[config.mk]
export PLATFORM = sky130hd
export DESIGN_NAME = pipe_reg
export DESIGN_NICKNAME = d
export VERILOG_FILES = /design/src/rtl/pipe_reg.sv
export SDC_FILE = /design/constraint.sdc
export NUM_CORES = 1
export LEC_CHECK = 0
export BUFFER_PORTS_ARGS = -buffer_cell sky130_fd_sc_hd__buf_2
export CAP_MARGIN = 30
export CORE_ASPECT_RATIO = 0.5
export CORE_MARGIN = 2
export CORE_UTILIZATION = 45
export CTS_CLUSTER_DIAMETER = 60
export DETAILED_ROUTE_END_ITERATION = 8
export GPL_TIMING_DRIVEN = 0
export PLACE_DENSITY = 0.82
export SKIP_CTS_REPAIR_TIMING = 1
export SYNTH_ARGS = -nofsm -noshare
export SYNTH_HDL_FRONTEND = slang
export SYNTH_SLANG_ARGS = --single-unit
[constraint.sdc]
create_clock -name clk -period 3.8 [get_ports clk]
set_clock_uncertainty 0.2 [all_clocks]
set_input_delay 0.57 -clock clk [delete_from_list [all_inputs] [get_ports clk]]
set_output_delay 0.57 -clock clk [all_outputs]
set_load 0.005 [all_outputs]
[src/rtl/pipe_reg.sv]
// Pipeline register stage with flush. Latency 1. Backpressure: in_ready from ~out_valid|out_ready,
// or with PIPE_REG_SKID_EN a registered ~skid_valid backed by a second (skid) entry.
// Flush kills every entry; out_data then takes (in_data & KEEP_MASK) | (BUBBLE & ~KEEP_MASK).
module pipe_reg #(
    parameter int               WIDTH     = 32,
    parameter logic [WIDTH-1:0] BUBBLE    = '0,
    parameter logic [WIDTH-1:0] KEEP_MASK = '0
) (
    input  logic             clk,
    input  logic             reset,
    input  logic             in_valid,
    output logic             in_ready,
    input  logic [WIDTH-1:0] in_data,
    output logic             out_valid,
    input  logic             out_ready,
    output logic [WIDTH-1:0] out_data,
    input  logic             flush,
    output logic [1:0]       occupancy
);

    logic [WIDTH-1:0] flush_data;
    logic             accept;
    logic             out_valid_d;
    logic [WIDTH-1:0] out_data_d;

    assign flush_data = (in_data & KEEP_MASK) | (BUBBLE & ~KEEP_MASK);

`ifdef PIPE_REG_SKID_EN
    logic             skid_valid;
    logic             skid_valid_d;
    logic [WIDTH-1:0] skid_data;
    logic [WIDTH-1:0] skid_data_d;
    logic             in_ready_q;

    assign in_ready  = in_ready_q;
    assign accept    = in_valid & in_ready_q & ~flush;
    assign occupancy = {1'b0, out_valid} + {1'b0, skid_valid};

    always_comb begin
        out_valid_d  = out_valid;
        out_data_d   = out_data;
        skid_valid_d = skid_valid;
        skid_data_d  = skid_data;
        if (flush) begin
            out_valid_d  = 1'b0;
            out_data_d   = flush_data;
            skid_valid_d = 1'b0;
            skid_data_d  = BUBBLE;
        end else if (out_valid && !out_ready) begin
            if (accept) begin
                skid_valid_d = 1'b1;
                skid_data_d  = in_data;
            end
        end else if (skid_valid) begin
            // skid_valid implies out_valid, so this branch is a consume: promote the skid entry
            out_valid_d  = 1'b1;
            out_data_d   = skid_data;
            skid_valid_d = 1'b0;
        end else if (accept) begin
            out_valid_d = 1'b1;
            out_data_d  = in_data;
        end else begin
            out_valid_d = 1'b0;
        end
    end

    always_ff @(posedge clk or negedge reset) begin
        if (!reset) begin
            out_valid  <= 1'b0;
            out_data   <= BUBBLE;
            skid_valid <= 1'b0;
            skid_data  <= BUBBLE;
            in_ready_q <= 1'b0;
        end else begin
            out_valid  <= out_valid_d;
            out_data   <= out_data_d;
            skid_valid <= skid_valid_d;
            skid_data  <= skid_data_d;
            in_ready_q <= ~skid_valid_d;
        end
    end
`else
    logic consume;

    // Held low while reset is asserted so upstream never sees a ready stage in reset
    assign in_ready  = reset & (~out_valid | out_ready);
    assign accept    = in_valid & in_ready & ~flush;
    assign consume   = out_valid & out_ready;
    assign occupancy = {1'b0, out_valid};

    always_comb begin
        out_valid_d = out_valid;
        out_data_d  = out_data;
        if (flush) begin
            out_valid_d = 1'b0;
            out_data_d  = flush_data;
        end else if (accept) begin
            out_valid_d = 1'b1;
            out_data_d  = in_data;
        end else if (consume) begin
            out_valid_d = 1'b0;
        end
    end

    always_ff @(posedge clk or negedge reset) begin
        if (!reset) begin
            out_valid <= 1'b0;
            out_data  <= BUBBLE;
        end else begin
            out_valid <= out_valid_d;
            out_data  <= out_data_d;
        end
    end
`endif

endmodule

# Word level (Yosys, flattened, before mapping)
# Index checks and enable logic that the tools add are counted.
# W data, S select, Z words.
totals:
  wordCells: 16
  out_inout_bits: 36
  regBits: 33
classes:
  reduce_logical: 2
  bitwise: 7
  muxes: 5
ops:
  columns: ["operator", "n"]
  rows:
  - ["$mux W32", 2]
  - ["$and A1 B1 Y1", 4]
  - ["$mux W1", 3]
  - ["$reduce_bool A3 Y1", 1]
  - ["$not A1 Y1", 2]
  - ["$reduce_bool A2 Y1", 1]
  - ["$or A1 B1 Y1", 1]

# Depth between registers and ports, before layout
# Gate-level depths: netlist of run 1.
logic_depth:
  word_depth: 7
  mapped_depth: 5
  mapped_depth_nobuf: 3

# Worst setup path after synthesis of run 1
# No wires, ideal clock.
synth_timing:
  path_kind: "in2reg"
  startpoint: "in out_ready"
  endpoint: "reg out_data[0]"
  arrival_ps: 1323
  n_path_buf: 2
  path_slack_ps: 2156
  path_stages: 5
  required_ps: 3479
  cell_sequence: "nand2b_4 and4b_1 buf_6 buf_6 a22o_1"
synth_via:
  elab_chain_cells: 5
synth_lines:
  columns: ["element", "line", "text"]
  rows:
  - ["from (decl)", "15", "input logic out_ready,"]
  - ["$or A1 B1 Y1", "86", "assign in_ready = reset & (~out_valid | out_ready);"]
  - ["$and A1 B1 Y1", "86", null]
  - ["$and A1 B1 Y1 (2 in series)", "87", "assign accept = in_valid & in_ready & ~flush;"]
  - ["$reduce_bool A2 Y1 (no source line)", null, null]
  - ["to (signal assigned)", "111", "out_data <= out_data_d;"]
  - ["to (decl)", "16", "output logic [WIDTH-1:0] out_data,"]
# Every way passes these cells.
# A chain may end at the register's enable or synchronous reset.

# Final worst setup path of run 1
layout_timing:
  startpoint: "in reset"
  endpoint: "out in_ready"
layout_via:
  elab_chain_cells: 1
layout_lines:
  columns: ["element", "line", "text"]
  rows:
  - ["from (decl)", "10", "input logic reset,"]
  - ["$and A1 B1 Y1", "86", null]
  - ["to (decl)", "12", "output logic in_ready,"]
# Every way passes these cells.

==> results.yml, run 1 <==
global_routing:
  grt_start_max_net_pins: 38
  gr-usage-all-layers_pct: 17.3
  first_global_vias: 802
  grt_antenna_before_repair: 0
  grt_first_pass_wirelength_um: 3940
  grt_overflow: 0
logic_synthesis:
  yosys.cell_types.count: 12
  netlist_top_cells_area: "dfrtp_1, a22o_1, buf_6"
  synth.cell_area_mm2: 0.00124
  yosys-top-cells-count: "dfrtp_1, a22o_1, buf_6"
  post_synth_inst_count: 81
  synth_ff_type: "dfrtp_1"
  synth_top_area_share_pct: 66.3
  synthesis.area_per_instance_um2: 15.4
  synth-async-reset-ratio_pct: 100
  yosys.area.top_type: "dfrtp_1"
  most_used_standard_cell_by_instance_count_after_synthesis: "dfrtp_1"
  ys_ff_latch: 33
  syn-num-nets: 118
  synth.yosys.warnings: 0
  synth_enable_flop_cells: 0
  synth_seq_area_share_pct: 66.3
worst_setup_path:
  start_kind: "primary input"
  cp_common_cell: "buf_2"
  critPathRequiredTime_ns: 3.03
  crit_path_max_incr_delay_ns: 0.60
  critPathSlowestCell: "buf_2"
  crit_type: "primary input to primary output"
  worstSetupEndpointType: "primary output"
  timing.critical_path.arrival_ns: 1.50
  crit_chain: "buf_2 > and2_1 > buf_2"
  timing.critical_path.fanout_max: 37
sta:
  slew_headroom_pct: 48.2
  final_cycle_share_pct: 59.8
  min_period_ns: 2.27
  max_slew_violation_count: 0
  timing.fmax_mhz: 440
  layout_setup_ws_ns: 1.53
  finalSetupViolations: 0
  setup_total_negative_slack_ns: 0
  finalHoldViolations: 0
  setup_repair_after_global_routing_missed_its_margin: "false"
  timing_worst_slew_pin_value_ns: 0.777
routing:
  initialDrtViolationCount: 51
  routed_wire_length_per_instance_um: 13.6
  detailroute.via_count: 972
  route.antenna.remaining_nets: 0
  route.final.wire_length_um: 2680
  first_pass_iters: 4
  post-route-drc-count: 0
  detail_route.vias_per_cell: 4.93
final_layout:
  n_fill_cell: 214
  antennaDiodeCount: 0
  final_layout_size_suffix_gt1_share_pct: 55.6
  finish.utilization_pct: 66.0
  stdcell_area_mm2: 0.00173
  syn_to_final_growth_pct: 38.9
  fin_nets: 196
die:
  die_height_um: 41.2
  die_w_um: 78.4
  placement_rows: 13
  floorplan.initialDensity_pct: 47.5
  die_area_mm2: 0.00323
  io-pin-count: 73
  coreArea_mm2: 0.00262
cts:
  inserted_clock_buffers: 5
  cts_sinks: 33
  number_of_h_tree_levels: 2
  clk_pin_slew_worst_paths_ns: 0.07
  cts_tree: "yes"
  cts.path.max_buffers: 2
  clock_tree.root_cell: "clkbuf_8"
  clk_latency_ns: 0.27
power_and_ir_drop:
  power_density_mw_per_mm2: 409
  power_leakage_nw: 1.00
  max-vdd-ir-drop_mv: 0.218
placement:
  dpl-instance-area_mm2: 0.00165
  place_ws_ns: 1.48
  gp_congestion: 0.728
  io_buffer_count: 71
  place.detailed.hpwl_um: 1980
run_status:
  status: "completed"
job:
  timing.max_cap.violations: 0
min_path:
  worstHoldPathType: "primary input to asynchronous set/reset pin"
## logic make-up after synthesis
kind of cell	after synthesis	synth area share (%)
buf+inv	9	6.03
flops	33	66.3
other cells	1	0.301
simple gates	4	2.71
compound gates	34	24.6
## per-layer routing
metal / track usage, % / part of all wire, %
met2: 26.9 / 50
met4: 7.89 / 0.75
met1: 23.0 / 45
met5: 0 / 0
met3: 5.29 / 4.3
## worst max-delay path, delay by kind of cell
| family | cells | cell delay, ns |
|---|---|---|
| simple gates | 1 | 0.22 |
| buf+inv | 2 | 0.71 |
## per-stage QoR
stage	power [mW]	hold WS (ns)	cells
4_1_cts	0.716	0.186	197
3_5_place_dp	0.467	0.287	189
5_1_grt	0.747	0.223	197
2_1_floorplan	0.417	0.0744	81
3_3_place_gp	0.464	0.284	189
6_report	0.707	0.172	197
## area by class of cell
| cell class | instances | area (µm²) | area share, % |
|---|---|---|---|
| Clock inverter | 2 | 10.0 | 0.579 |
| Multi-Input combinational cell | 39 | 344 | 19.9 |
| Sequential cell | 33 | 826 | 47.8 |
| Buffer | 9 | 75.1 | 4.34 |
| Clock buffer | 6 | 72.6 | 4.20 |
| Tap cell | 37 | 46.3 | 2.68 |
| Timing Repair Buffer | 71 | 355 | 20.5 |
## final timing paths
path,slack (ns),from,cells past startpoint,end
setup / recovery,1.53,reset,3,in_ready
hold / removal,0.17,reset,1,out_data[17]
setup reg to reg,2.33,out_valid,5,out_data[10]
hold reg to reg,0.30,out_data[22],1,out_data[22]
max in group asynchronous,2.74,reset,1,out_data[28]
min in group clk,0.30,out_data[22],1,out_data[22]
## state kept, by name (all words and copies together), names as in the netlist
register   cells
out_valid      1
out_data      32
## layout by cell type (no fill, tap or decap), drive strengths merged
| master | netlist | routed |
|---|---|---|
| a21oi | 1 | 1 |
| a22o | 32 | 32 |
| a31oi | 1 | 1 |
| and2 | 1 | 1 |
| and4b | 1 | 1 |
| buf | 9 | 80 |
| clkbuf | 0 | 6 |
| clkinv | 0 | 2 |
| conb | 1 | 1 |
| dfrtp | 33 | 33 |
| nand2 | 1 | 1 |
| nand2b | 1 | 1 |
## report_power, final
group / internal [mW] / switching [mW]
Sequential: 0.368 / 0.00899
Clock: 0.127 / 0.121
Combinational: 0.0443 / 0.0383
Total: 0.539 / 0.168
Power figures use the tool's default switching activity.
==> run 2: changes to the inputs <==
--- a/config.mk
+++ b/config.mk
@@ -9,11 +9,11 @@
 export CAP_MARGIN = 30
 export CORE_ASPECT_RATIO = 0.5
 export CORE_MARGIN = 2
-export CORE_UTILIZATION = 45
+export CORE_UTILIZATION = 38
 export CTS_CLUSTER_DIAMETER = 60
 export DETAILED_ROUTE_END_ITERATION = 8
 export GPL_TIMING_DRIVEN = 0
-export PLACE_DENSITY = 0.82
+export PLACE_DENSITY = 0.74
 export SKIP_CTS_REPAIR_TIMING = 1
 export SYNTH_ARGS = -nofsm -noshare
 export SYNTH_HDL_FRONTEND = slang
==> constraint.sdc (replaced) <==
create_clock -name clk -period 2.04 [get_ports clk]
set_clock_uncertainty 0.2 [all_clocks]
set_input_delay 0.306 -clock clk [delete_from_list [all_inputs] [get_ports clk]]
set_output_delay 0.306 -clock clk [all_outputs]
set_load 0.005 [all_outputs]
==> results.yml, run 2 (synthesis results as in run 1) <==
sta:
  final_cycle_share_pct: 85.9
  setup_total_negative_slack_ns: 0
  finalHoldViolations: 33
  layout_setup_ws_ns: 0.287
  timing_worst_slew_pin_value_ns: 0.808
  finalSetupViolations: 0
  timing.fmax_mhz: 570
  min_period_ns: 1.75
  max_slew_violation_count: 0
  setup_repair_after_global_routing_missed_its_margin: "false"
  timing.hold.ws_ns: -0.0850
  slew_headroom_pct: 46.2
cts:
  clk_latency_ns: 0.27
  cts_tree: "yes"
  cts.path.max_buffers: 2
  clk_pin_slew_worst_paths_ns: 0.06
  clock_tree.root_cell: "clkbuf_8"
  number_of_h_tree_levels: 2
  cts_sinks: 33
  inserted_clock_buffers: 5
final_layout:
  largest_reg_flops: 32
  syn_to_final_growth_pct: 39.5
  fin_nets: 196
  mostFrequentLayoutCell: "buf_2"
  largestRegisters: "out_data: 32 flops, out_valid: 1 flops"
  mostFrequentLayoutCells: "buf_2, dfrtp_1, a22o_1, clkbuf_8, buf_6"
  antennaDiodeCount: 0
  registers.top_by_ff_count: "out_data"
  final_layout_size_suffix_gt1_share_pct: 55.3
  stdcell_area_mm2: 0.00174
run_status:
  violations: "hold timing"
  status: "finished with violations"
global_routing:
  grt_start_max_net_pins: 38
  grt_antenna_before_repair: 0
  gr-usage-all-layers_pct: 15.9
  first_global_vias: 983
  grt_first_pass_wirelength_um: 4500
  grt_overflow: 0
die:
  io-pin-count: 73
  coreArea_mm2: 0.00307
  die_w_um: 84.9
  die_area_mm2: 0.00378
  placement_rows: 14
  floorplan.initialDensity_pct: 40.6
  die_height_um: 44.5
routing:
  routed_wire_length_per_instance_um: 14.3
  detailroute.via_count: 986
  route.antenna.remaining_nets: 0
  route.final.wire_length_um: 2850
  initialDrtViolationCount: 30
  detail_route.vias_per_cell: 4.95
  post-route-drc-count: 0
  first_pass_iters: 4
placement:
  gp_congestion: 0.674
  io_buffer_count: 71
  dpl-instance-area_mm2: 0.00165
  place_ws_ns: 0.0218
  place.detailed.hpwl_um: 2090
worst_setup_path:
  timing.critical_path.arrival_ns: 1.25
  worstSetupEndpointType: "primary output"
  timing.critical_path.fanout_max: 37
  crit_type: "primary input to primary output"
  start_kind: "primary input"
  crit_chain: "buf_2 > and2_1 > buf_2"
  critPathSlowestCell: "buf_2"
  worstRegToRegCells: 5
  cp_common_cell: "buf_2"
  critPathRequiredTime_ns: 1.53
  crit_path_max_incr_delay_ns: 0.61
job:
  timing.max_cap.violations: 0
power_and_ir_drop:
  power_density_mw_per_mm2: 771
  max-vdd-ir-drop_mv: 0.360
  power_leakage_nw: 1.00
min_path:
  worstHoldPathType: "primary input to asynchronous set/reset pin"
run 2: report_power, final:
part	switching [mW]	internal, mW
Combinational	0.0730	0.0826
Sequential	0.0164	0.685
Clock	0.214	0.267
run 2: worst max-delay path, delay by kind of cell:
family | cells | cell delay [ns]
buf+inv | 2 | 0.72
simple gates | 1 | 0.22
run 2: per-stage QoR:
stage / hold slack [ns] / utilization, % / std cells / power [mW]
6_report: -0.0850 / 56.7 / 199 / 1.34
5_1_grt: -0.0222 / 56.7 / 199 / 1.40
4_1_cts: -0.0629 / 56.7 / 199 / 1.35
3_5_place_dp: 0.235 / 53.8 / 192 / 0.871
3_3_place_gp: 0.224 / 53.8 / 192 / 0.866
2_1_floorplan: -0.190 / - / 81 / 0.776
run 2: final cells by class:
cell class / instances / area [µm²]
buffer: 9 / 75.1
clock buffer: 7 / 86.3
fill: 267 / 1330
multi-input combinational: 39 / 344
sequential: 33 / 826
tap: 40 / 50.0
timing repair buffer: 71 / 355
run 2: routing by layer:
metal	part of all wire (%)	track usage [%]	routed length, µm	vias up
met1	43	18.4	1230	491
met5	0	0	0	-
met4	1.8	10.2	51	0
met3	5.4	5.41	154	6
met2	50	26.3	1410	30
li1	-	-	-	459
run 2: path summary, 6_finish.rpt:
check                        startpoint      endpoint  slack, ns
hold / removal                    reset  out_data[16]      -0.09
setup reg to reg              out_valid   out_data[9]       0.58
max in group asynchronous         reset  out_data[20]       1.21
hold reg to reg            out_data[11]  out_data[11]       0.30
min in group clk             in_data[0]   out_data[0]       0.04
setup / recovery                  reset      in_ready       0.29
==> run 3: changes to the inputs <==
--- a/config.mk
+++ b/config.mk
@@ -12,7 +12,6 @@
 export CORE_UTILIZATION = 38
 export CTS_CLUSTER_DIAMETER = 60
 export DETAILED_ROUTE_END_ITERATION = 8
-export GPL_TIMING_DRIVEN = 0
 export PLACE_DENSITY = 0.74
 export SKIP_CTS_REPAIR_TIMING = 1
 export SYNTH_ARGS = -nofsm -noshare
==> constraint.sdc (replaced) <==
create_clock -name clk -period 2.04 [get_ports clk]
set_clock_uncertainty 0.2 [all_clocks]
set_input_delay 0.204 -clock clk [delete_from_list [all_inputs] [get_ports clk]]
set_output_delay 0.204 -clock clk [all_outputs]
set_load 0.005 [all_outputs]
==> results.yml, run 3 (synthesis results as in run 1) <==
sta:
  final_cycle_share_pct: 90.2
  timing_worst_slew_pin_value_ns: 0.842
  finalHoldViolations: 0
  max_slew_violation_count: 0
  timing.hold.ws_ns: 0.0101
  timing.fmax_mhz: 544
  setup_repair_after_global_routing_missed_its_margin: "false"
  slew_headroom_pct: 43.9
  finalSetupViolations: 0
  min_period_ns: 1.84
  setup_total_negative_slack_ns: 0
power_and_ir_drop:
  power_density_mw_per_mm2: 696
  p_sw_mw: 0.329
  power.switching_fraction_pct: 22.8
  power_leakage_nw: 1.13
  internal_power_mw: 1.11
  p_comb_share_pct: 14.4
  power_frac_seq_pct: 48.7
  max-vdd-ir-drop_mv: 0.459
  power.share.clock_pct: 36.9
worst_setup_path:
  timing.rr.end: "out_data[12]"
  crit_type: "primary input to register"
  reg2reg_slack_ns: 0.29
  worstRegToRegCells: 3
  crit_path_start: "reset"
  critPathRequiredTime_ns: 2.05
  worstSetupEndpointType: "register"
  critical_path.endpoint: "out_data[12]"
  regToRegStartpoint: "out_valid"
  timing.critical_path.arrival_ns: 1.85
  start_kind: "primary input"
  timing.critical_path.fanout_max: 32
routing:
  detail_route.vias_per_cell: 4.95
  route.final.wire_length_um: 3360
  route.antenna.remaining_nets: 0
  routed_wire_length_per_instance_um: 14.7
  post-route-drc-count: 0
  initialDrtViolationCount: 124
  first_pass_iters: 4
  detailroute.via_count: 1129
final_layout:
  largest_reg_flops: 32
  syn_to_final_growth_pct: 66.4
  antennaDiodeCount: 0
  fin_nets: 224
  layout.cells.non_filler: 228
  mostFrequentLayoutCell: "buf_2"
  mostFrequentLayoutCells: "buf_2, dlygate4sd3_1, dfrtp_1, a22o_1, clkbuf_8"
  finish.utilization_pct: 67.6
  registers.top_by_ff_count: "out_data"
  final_layout_size_suffix_gt1_share_pct: 44.7
  n_fill_cell: 213
  largestRegisters: "out_data: 32 flops, out_valid: 1 flops"
placement:
  placed_cells_incl_taps: 185
  gp_congestion: 0.733
  io_buffer_count: 71
  place.detailed.hpwl_um: 1910
die:
  die_area_mm2: 0.00378
  die_w_um: 84.9
  floorplan.initialDensity_pct: 40.6
  die_height_um: 44.5
  coreArea_mm2: 0.00307
  placement_rows: 14
  io-pin-count: 73
global_routing:
  gr-usage-all-layers_pct: 14.9
  grt_start_max_net_pins: 36
  first_global_vias: 910
  grt_overflow: 0
  grt_first_pass_wirelength_um: 4220
  grt_antenna_before_repair: 0
min_path:
  worstHoldPathType: "primary input to register"
cts:
  cts_sinks: 33
  number_of_h_tree_levels: 2
  cts_tree: "yes"
  clk_pin_slew_worst_paths_ns: 0.07
  cts.path.max_buffers: 2
  clk_latency_ns: 0.27
  inserted_clock_buffers: 5
  clock_tree.root_cell: "clkbuf_8"
run_status:
  status: "completed"
job:
  timing.max_cap.violations: 0
[run 3: cell types whose count changed in the layout (fill, tap and decap cells not counted), sizes merged]
cell,before,now
buf,80,74
clkinv,0,1
dlygate4sd3,0,34
[run 3: routing by layer]
layer / track usage (%) / share of wire, % / vias to the layer above / wire, µm
li1: - / - / 518 / -
met4: 6.67 / 0.92 / 0 / 31
met1: 17.9 / 43 / 567 / 1450
met3: 6.53 / 4.6 / 4 / 154
met5: 0 / 0 / - / 0
met2: 23.8 / 51 / 40 / 1730
[run 3: stage by stage]
step | instance area (µm²) | worst slack, ns | power, mW
2_1_floorplan | 1240 | 0.630 | 0.776
3_3_place_gp | 1580 | 0.104 | 0.856
3_5_place_dp | 1610 | 0.333 | 0.863
4_1_cts | 1710 | 0.304 | 1.39
5_1_grt | 2070 | 0.123 | 1.51
6_report | 2070 | 0.201 | 1.44
[run 3: cell type report]
class / count / area [µm²] / share of cell area [%]
sequential: 33 / 826 / 39.9
timing repair buffer: 108 / 751 / 36.2
multi-input combinational: 39 / 344 / 16.6
clock buffer: 7 / 96.3 / 4.65
tap: 40 / 50.0 / 2.42
clock inverter: 1 / 5.00 / 0.242
[run 3: worst min path at each step]
stage	start	end	cells after the start	slack, ns
floorplan	reset	out_data[0]	0	-0.29
detailed placement	reset	out_valid	2	0.13
global route	in_valid	out_valid	3	0.003
finish	in_valid	out_valid	3	0.01
CTS	reset	out_data[7]	2	-0.17
global placement	reset	out_data[4]	2	0.13
[run 3: worst max-delay path, stage by stage]
cell and delay (ns):
dlygate4sd3_1 0.55, buf_2 0.16, a31oi_4 0.66, a22o_1 0.27
[run 3: power groups by stage]
stage / logic, mW / registers (mW) / clock network (mW)
floorplan: 0.0597 / 0.717 / 0
global placement: 0.142 / 0.714 / 0
detailed placement: 0.149 / 0.714 / 0
CTS: 0.149 / 0.703 / 0.539
global route: 0.227 / 0.706 / 0.579
finish: 0.207 / 0.703 / 0.532
